`src/rtl/omok_pkg.sv`:
```
// Shared definitions for the OMOK keypad front end.
//
// Holds the game command codes, keypad key codes, row drive patterns, the
// row/column -> key decode used by the scanner, and the key -> command map.
// The consumer (game FSM) sees only cmd_t values; CMD_NONE marks "no command".
package omok_pkg;

    typedef logic [2:0] cmd_t;
    typedef logic [3:0] key_t;

    // Game commands handed to the board FSM
    localparam cmd_t CMD_UP    = 3'd0;
    localparam cmd_t CMD_LEFT  = 3'd1;
    localparam cmd_t CMD_PUT   = 3'd2;
    localparam cmd_t CMD_RIGHT = 3'd3;
    localparam cmd_t CMD_UNDO  = 3'd4;
    localparam cmd_t CMD_DOWN  = 3'd5;
    localparam cmd_t CMD_NONE  = 3'd6;

    // Key codes as printed on the 4x3 pad; c and d are the '*' and '#' keys
    localparam key_t KEY_0    = 4'h0;
    localparam key_t KEY_1    = 4'h1;
    localparam key_t KEY_2    = 4'h2;
    localparam key_t KEY_3    = 4'h3;
    localparam key_t KEY_4    = 4'h4;
    localparam key_t KEY_5    = 4'h5;
    localparam key_t KEY_6    = 4'h6;
    localparam key_t KEY_7    = 4'h7;
    localparam key_t KEY_8    = 4'h8;
    localparam key_t KEY_9    = 4'h9;
    localparam key_t KEY_C    = 4'hc;
    localparam key_t KEY_D    = 4'hd;
    localparam key_t KEY_NONE = 4'hf;

    // One-hot row drive, top row first in scan order
    localparam logic [3:0] ROW_TOP   = 4'b1000;
    localparam logic [3:0] ROW_UPPER = 4'b0100;
    localparam logic [3:0] ROW_LOWER = 4'b0010;
    localparam logic [3:0] ROW_BOT   = 4'b0001;

    // Column sense, bit2 is the left column
    localparam logic [2:0] COL_LEFT  = 3'b100;
    localparam logic [2:0] COL_MID   = 3'b010;
    localparam logic [2:0] COL_RIGHT = 3'b001;

    // Command handshake state
    typedef enum logic {
        StIdle,
        StValid
    } hs_state_e;

    // Decode one row sample. Anything but exactly one column active is
    // reported as no key, so a two-key chord inside one row is ignored.
    function automatic key_t decode_key(logic [3:0] row, logic [2:0] col);
        key_t k;
        k = KEY_NONE;
        case (row)
            ROW_TOP: begin
                case (col)
                    COL_LEFT:  k = KEY_1;
                    COL_MID:   k = KEY_2;
                    COL_RIGHT: k = KEY_3;
                    default:   k = KEY_NONE;
                endcase
            end
            ROW_UPPER: begin
                case (col)
                    COL_LEFT:  k = KEY_4;
                    COL_MID:   k = KEY_5;
                    COL_RIGHT: k = KEY_6;
                    default:   k = KEY_NONE;
                endcase
            end
            ROW_LOWER: begin
                case (col)
                    COL_LEFT:  k = KEY_7;
                    COL_MID:   k = KEY_8;
                    COL_RIGHT: k = KEY_9;
                    default:   k = KEY_NONE;
                endcase
            end
            ROW_BOT: begin
                case (col)
                    COL_LEFT:  k = KEY_C;
                    COL_MID:   k = KEY_0;
                    COL_RIGHT: k = KEY_D;
                    default:   k = KEY_NONE;
                endcase
            end
            default: k = KEY_NONE;
        endcase
        return k;
    endfunction

    // Keys that steer the game; every other key is display-only
    function automatic cmd_t cmd_map(key_t key);
        cmd_t c;
        case (key)
            KEY_5:   c = CMD_UP;
            KEY_7:   c = CMD_LEFT;
            KEY_8:   c = CMD_PUT;
            KEY_9:   c = CMD_RIGHT;
            KEY_D:   c = CMD_UNDO;
            KEY_0:   c = CMD_DOWN;
            default: c = CMD_NONE;
        endcase
        return c;
    endfunction

endpackage

```
`src/rtl/keypad_cmd_scanner_if.sv`:
```
// Command channel between the keypad scanner and the game FSM.
//
// Signals:
//   cmd_valid  scanner -> game  a command is offered
//   cmd        scanner -> game  command code, stable while cmd_valid is high
//   cmd_ready  game -> scanner  command accepted on cmd_valid && cmd_ready
//
// Modports: master = scanner side, slave = game FSM side.
interface keypad_cmd_scanner_if;
    import omok_pkg::*;

    logic cmd_valid;
    logic cmd_ready;
    cmd_t cmd;

    modport master (
        output cmd_valid,
        output cmd,
        input  cmd_ready
    );

    modport slave (
        input  cmd_valid,
        input  cmd,
        output cmd_ready
    );

endinterface

```
`src/rtl/sync2.sv`:
```
// Generic two-flop synchronizer for asynchronous level inputs.
//
// Ports:
//   clk  destination clock
//   rst  synchronous active-low reset, clears both stages
//   d    asynchronous input
//   q    synchronized output, two clk cycles behind d
module sync2 #(
    parameter int unsigned Width = 1
) (
    input  logic             clk,
    input  logic             rst,
    input  logic [Width-1:0] d,
    output logic [Width-1:0] q
);

    logic [Width-1:0] meta_q;
    logic [Width-1:0] sync_q;

    always_ff @(posedge clk) begin
        if (!rst) begin
            meta_q <= '0;
            sync_q <= '0;
        end else begin
            meta_q <= d;
            sync_q <= meta_q;
        end
    end

    assign q = sync_q;

endmodule

```
`src/rtl/keypad_cmd_scanner.sv`:
```
// OMOK keypad front end: scans a 4x3 matrix keypad, debounces whole-pad
// frames and issues one game command per physical press.
//
// Parameters:
//   SCAN_DIV         cycles each row is driven (>= 4, covers the synchronizer)
//   DEBOUNCE_FRAMES  identical frames needed to accept a press/release (>= 1)
//
// Ports:
//   clk        system clock
//   rst        synchronous active-low reset
//   key_col    asynchronous column sense, bit2 = left column
//   key_row    one-hot row drive, 4'b1000 = top row (1,2,3)
//   cmd_bus    master side of the command handshake (cmd_valid/cmd/cmd_ready)
//   key_value  last debounced key, 4'hf when nothing is held
//   key_held   a debounced key is currently held
module keypad_cmd_scanner
    import omok_pkg::*;
#(
    parameter int unsigned SCAN_DIV        = 1000,
    parameter int unsigned DEBOUNCE_FRAMES = 4
) (
    input  logic                 clk,
    input  logic                 rst,
    input  logic [2:0]           key_col,
    output logic [3:0]           key_row,
    keypad_cmd_scanner_if.master cmd_bus,
    output logic [3:0]           key_value,
    output logic                 key_held
);

    localparam int unsigned DivW = (SCAN_DIV > 1) ? $clog2(SCAN_DIV) : 1;
    localparam int unsigned CntW = $clog2(DEBOUNCE_FRAMES + 1);

    logic [2:0]      col_sync;

    logic [DivW-1:0] div_q, div_d;
    logic [3:0]      row_q, row_d;
    key_t            acc_q, acc_d;
    key_t            prev_q, prev_d;
    logic [CntW-1:0] cnt_q, cnt_d;
    key_t            key_value_q, key_value_d;
    hs_state_e       state_q, state_d;
    cmd_t            cmd_q, cmd_d;

    logic            div_last;
    logic            frame_end;
    logic            accept;
    logic            issue;
    key_t            row_code;
    key_t            frame_code;
    cmd_t            new_cmd;

    sync2 #(
        .Width (3)
    ) u_col_sync (
        .clk (clk),
        .rst (rst),
        .d   (key_col),
        .q   (col_sync)
    );

    // ------------------------------------------------------------------
    // Row scan: each row is driven for SCAN_DIV cycles and sampled on the
    // last one, giving the synchronizer time to settle after the switch.
    // ------------------------------------------------------------------
    always_comb begin : scan_comb
        div_last = (div_q == DivW'(SCAN_DIV - 1));
        div_d    = div_last ? '0 : div_q + DivW'(1);
        row_d    = div_last ? {row_q[0], row_q[3:1]} : row_q;
    end

    // ------------------------------------------------------------------
    // Frame accumulation: keep the first non-empty row code of the frame so
    // the upper row wins when keys in different rows are held together.
    // The top-row sample starts a fresh frame regardless of acc_q.
    // ------------------------------------------------------------------
    always_comb begin : frame_comb
        row_code   = decode_key(row_q, col_sync);
        frame_code = ((row_q == ROW_TOP) || (acc_q == KEY_NONE)) ? row_code : acc_q;
        frame_end  = div_last && (row_q == ROW_BOT);
        acc_d      = acc_q;
        if (div_last) begin
            acc_d = frame_end ? KEY_NONE : frame_code;
        end
    end

    // ------------------------------------------------------------------
    // Debounce: count consecutive identical frames. Once the count is
    // saturated, any disagreement between the stable code and key_value is
    // taken over, so key-to-key changes need no release in between.
    // ------------------------------------------------------------------
    always_comb begin : debounce_comb
        prev_d = prev_q;
        cnt_d  = cnt_q;
        if (frame_end) begin
            prev_d = frame_code;
            if (frame_code != prev_q) begin
                cnt_d = CntW'(1);
            end else if (cnt_q != CntW'(DEBOUNCE_FRAMES)) begin
                cnt_d = cnt_q + CntW'(1);
            end
        end

        accept      = (cnt_q == CntW'(DEBOUNCE_FRAMES)) && (prev_q != key_value_q);
        key_value_d = accept ? prev_q : key_value_q;
        new_cmd     = cmd_map(prev_q);
        // A release maps to CMD_NONE, so only real presses issue commands
        issue       = accept && (new_cmd != CMD_NONE);
    end

    always_ff @(posedge clk) begin : datapath_reg
        if (!rst) begin
            div_q       <= '0;
            row_q       <= ROW_TOP;
            acc_q       <= KEY_NONE;
            prev_q      <= KEY_NONE;
            cnt_q       <= '0;
            key_value_q <= KEY_NONE;
        end else begin
            div_q       <= div_d;
            row_q       <= row_d;
            acc_q       <= acc_d;
            prev_q      <= prev_d;
            cnt_q       <= cnt_d;
            key_value_q <= key_value_d;
        end
    end

    // ------------------------------------------------------------------
    // Command handshake FSM. A single slot: presses accepted while a
    // command is outstanding are dropped rather than queued.
    // ------------------------------------------------------------------
    always_ff @(posedge clk) begin : hs_state_reg
        if (!rst) begin
            state_q <= StIdle;
            cmd_q   <= CMD_NONE;
        end else begin
            state_q <= state_d;
            cmd_q   <= cmd_d;
        end
    end

    always_comb begin : hs_next_comb
        state_d = state_q;
        cmd_d   = cmd_q;
        case (state_q)
            StIdle: begin
                if (issue) begin
                    state_d = StValid;
                    cmd_d   = new_cmd;
                end
            end
            StValid: begin
                if (cmd_bus.cmd_ready) begin
                    state_d = StIdle;
                    cmd_d   = CMD_NONE;
                end
            end
            default: begin
                state_d = StIdle;
                cmd_d   = CMD_NONE;
            end
        endcase
    end

    always_comb begin : hs_out_comb
        cmd_bus.cmd_valid = (state_q == StValid);
        cmd_bus.cmd       = cmd_q;
    end

    assign key_row   = row_q;
    assign key_value = key_value_q;
    assign key_held  = (key_value_q != KEY_NONE);

endmodule

```
`src/flat_wrapper.sv`:
```
// flat-port wrapper written by rule: the top's interface ports become plain ports
module keypad_cmd_scanner_flat import omok_pkg::*;
#(
    parameter int unsigned SCAN_DIV        = 1000,
    parameter int unsigned DEBOUNCE_FRAMES = 4
)
  (clk, rst, key_col, key_row, key_value, key_held, cmd_bus_cmd_valid, cmd_bus_cmd, cmd_bus_cmd_ready);
  keypad_cmd_scanner_if cmd_bus_i ();
  input  logic clk;
  input  logic rst;
  input  logic [2:0] key_col;
  output logic [3:0] key_row;
  output logic [3:0] key_value;
  output logic key_held;
  output wire logic [$bits(cmd_bus_i.cmd_valid)-1:0] cmd_bus_cmd_valid;
  output wire logic [$bits(cmd_bus_i.cmd)-1:0] cmd_bus_cmd;
  input wire logic [$bits(cmd_bus_i.cmd_ready)-1:0] cmd_bus_cmd_ready;
  assign cmd_bus_cmd_valid = cmd_bus_i.cmd_valid;
  assign cmd_bus_cmd = cmd_bus_i.cmd;
  assign cmd_bus_i.cmd_ready = cmd_bus_cmd_ready;
  keypad_cmd_scanner #(.SCAN_DIV(SCAN_DIV), .DEBOUNCE_FRAMES(DEBOUNCE_FRAMES)) u_core (.clk(clk), .rst(rst), .key_col(key_col), .key_row(key_row), .cmd_bus(cmd_bus_i), .key_value(key_value), .key_held(key_held));
endmodule
```
`config.mk`:
```
export PLATFORM = sky130hd
export DESIGN_NAME = keypad_cmd_scanner_flat
export DESIGN_NICKNAME = d
export VERILOG_FILES = /design/src/rtl/omok_pkg.sv /design/src/rtl/keypad_cmd_scanner_if.sv /design/src/rtl/sync2.sv /design/src/rtl/keypad_cmd_scanner.sv /design/src/flat_wrapper.sv
export SDC_FILE = /design/constraint.sdc
export NUM_CORES = 1
export LEC_CHECK = 0
export CORE_MARGIN = 10
export CORE_UTILIZATION = 45
export DETAILED_ROUTE_END_ITERATION = 7
export PLACE_DENSITY_LB_ADDON = 0.05
export SYNTH_ARGS = -nofsm -noshare
export SYNTH_HDL_FRONTEND = slang
export SYNTH_HIERARCHICAL = 1
export SYNTH_SLANG_ARGS = --single-unit
```
`constraint.sdc`:
```
create_clock -name clk -period 3.5 [get_ports clk]
set_input_delay 0.35 -clock clk [delete_from_list [all_inputs] [get_ports clk]]
set_output_delay 0.35 -clock clk [all_outputs]
set_load 0.02 [all_outputs]
```
==> flow_summary.yaml <==
logic_synthesis:
  synth_area_leader_cell: "dfxtp_1"
  synth_cell_types: 58
  synth_most_common_cell: "dfxtp_1"
  synth_cells: 261
  synth_area_leaders: "dfxtp_1 (35%), nand2_1 (5.8%), xor2_1 (4.0%)"
  synth_nets: 270
  async_reset_ff_share_pct: 0
  ys_seq_area_share_pct: 35.4
  synth_edf_count: 0
  synthFlopType: "dfxtp_1"
  syn_area_per_cell_um2: 8.46
  syn_area_um2: 2210
  synth_top_area_share_pct: 35.4
  ys_ff_latch: 39
  synthTopCellsByCount: "dfxtp_1 (39), nand2_1 (34), nor2_1 (23)"
  synth_warnings: 6
pwr:
  clockPowerShare_pct: 43.4
  switching_share_pct: 22.5
  p_per_area_nw_per_um2: 352
  internal_power_uw: 687
  pwr-share-comb_pct: 5.2
  max-vdd-ir-drop_uv: 229
  p_leak_nw: 0.959
  switchingPower_uw: 199
  seqPwrFrac_pct: 51.5
  total_power_uw: 886
clock_network:
  post-cts-setup-buffers: 0
  cts-resized-gates: 0
  cts-root-buf: "clkbuf_8"
  cts_max_level: 2
  postCtsHoldBufs: 0
  clk_pin_slew_ps: 80
  clk_latency_ps: 290
  cts_buffers: 5
  cts.sinks: 39
  tritoncts: "done"
  clk_path_buf_depth: 2
grt:
  grt_pass1_wl_mm: 8.17
  grt_pass1_vias: 1721
  grt_use_total_pct: 11.5
  antenna_found_initial: 0
  gr-total-overflow: 0
  grt_max_degree: 21
critical_path:
  cp_slowest_cell: "dfxtp_1"
  start_kind: "register"
  cp_cell_sequence: "nor4b_2, nor4b_1, or3_1, a211o_1, nand4b_4, o41ai_1, a21oi_1"
  cpLargestDelayFamily: "simple AND/OR/NAND/NOR gates"
  crit_type: "register to register"
  cp.arrival_ps: 2900
  slowest_delay_ps: 700
  critical_path.max_fanout: 14
  cp_num_buf_inv: 0
  critPathRequiredTime_ps: 3670
  worst_setup_path_end_kind: "register"
die:
  die_h_um: 90.1
  initial_utilization_pct: 46.4
  ios: 19
  die_area_um2: 8110
  die_w_um: 90.1
  core_area_um2: 4750
  rows: 25
place:
  port_buffers: 18
  hpwl_mm: 3.36
  gp_congestion: 0.774
  dpl.cell_count: 331
routing:
  drcViolationCount: 0
  drtIter0Drc: 137
  wl_per_cell_um: 14.0
  ant_nets: 0
  drt-pass1-iter-count: 4
  vias: 1843
  wl_mm: 4.73
  viasPerCell: 5.44
status:
  outcome: "complete, no violations"
timing:
  clock_skew_ps: 7.39
  holdWs_ps: 442
  finalSetupViolations: 0
  fmax_mhz: 366
  layout_min_cycle_time_ps: 2730
  hold_viol: 0
  worst_slew_pin_slew_ps: 746
  max_slew_margin_pct: 49.6
  fin_crit_sh_pct: 78.0
  final_max_slew_viol_count: 0
  tns_ps: 0
  grt_setup_unrepaired: "false"
job:
  cap_violations: 0
final_layout:
  fin_nets: 280
  syn_to_final_growth_pct: 14.1
  drive_above_1_share_pct: 8.82
  antenna_cells: 0
  fill_cells: 461
  stdcell_count: 339
min_path:
  min_path_type: "register to register"
==> cells by family after synthesis <==
logic type      synth area share [%]
buf+inv                         5.16
flops                           35.4
mux                            0.963
compound gates                  19.2
simple gates                    30.9
fa+ha+maj                       1.70
xor+xnor                        6.74
==> stage by stage <==
step	util [%]	worst slack (ps)	area [um2]
3_3_place_gp	50.6	901	2400
6_report	53.0	770	2520
2_1_floorplan	-	1240	2210
4_1_cts	53.0	813	2520
3_5_place_dp	50.6	853	2400
5_1_grt	53.0	605	2520
==> worst paths after layout <==
| check | cells after the start | startpoint | slack, ps | end |
|---|---|---|---|---|
| setup / recovery | 7 | u_core/key_row[1] | 770 | u_core/cnt_q[0] |
| hold / removal | 1 | u_core/u_col_sync/meta_q[1] | 440 | u_core/u_col_sync/q[1] |
| setup reg to reg | 7 | u_core/key_row[1] | 770 | u_core/cnt_q[0] |
| hold reg to reg | 1 | u_core/u_col_sync/meta_q[1] | 440 | u_core/u_col_sync/q[1] |
==> state kept, by name (all words and copies together) (netlist names) <==
register                  flops
u_core/cmd_bus.cmd            3
u_core/cnt_q                  3
u_core/div_q                 10
u_core/u_col_sync/q           3
u_core/cmd_bus.cmd_valid      1
u_core/prev_q                 4
u_core/u_col_sync/meta_q      3
u_core/key_row                4
u_core/key_value              4
u_core/acc_q                  4
==> cell usage in the layout (no fill, tap or decap), types with 7 or more instances in the layout <==
| cell type | count |
|---|---|
| nand3_1 | 8 |
| a21oi_1 | 15 |
| nor2_1 | 23 |
| xor2_1 | 10 |
| clkdlybuf4s50_1 | 18 |
| dfxtp_1 | 39 |
| and2_1 | 9 |
| xnor2_1 | 7 |
| nand2_1 | 34 |
| inv_1 | 8 |
==> layout make-up <==
cell class	count	area, um2	area share (%)
clock buffer	5	68.8	2.73
clock inverter	3	46.3	1.84
multi-input combinational	197	1310	52.2
timing repair buffer	20	195	7.75
tap	67	83.8	3.33
sequential	39	781	31.0
inverter	8	30.0	1.19
==> power by group through the flow <==
stage | registers (mW) | clock network [mW] | logic [mW]
floorplan | 0.462 | 0 | 0.0352
finish | 0.456 | 0.384 | 0.0457
detailed placement | 0.467 | 0 | 0.0455
CTS | 0.456 | 0.398 | 0.0461
global placement | 0.466 | 0 | 0.0459
global route | 0.458 | 0.415 | 0.0513
==> routing by layer <==
metal	part of all wire (%)	GRT usage [%]	vias up	wire length, um
met3	4.6	2.99	2	217
met1	49	15.4	849	2310
met2	46	17.8	34	2180
li1	-	-	958	-
met5	0	0	-	0
met4	0.53	3.05	0	25
Power figures use the tool's default switching activity.
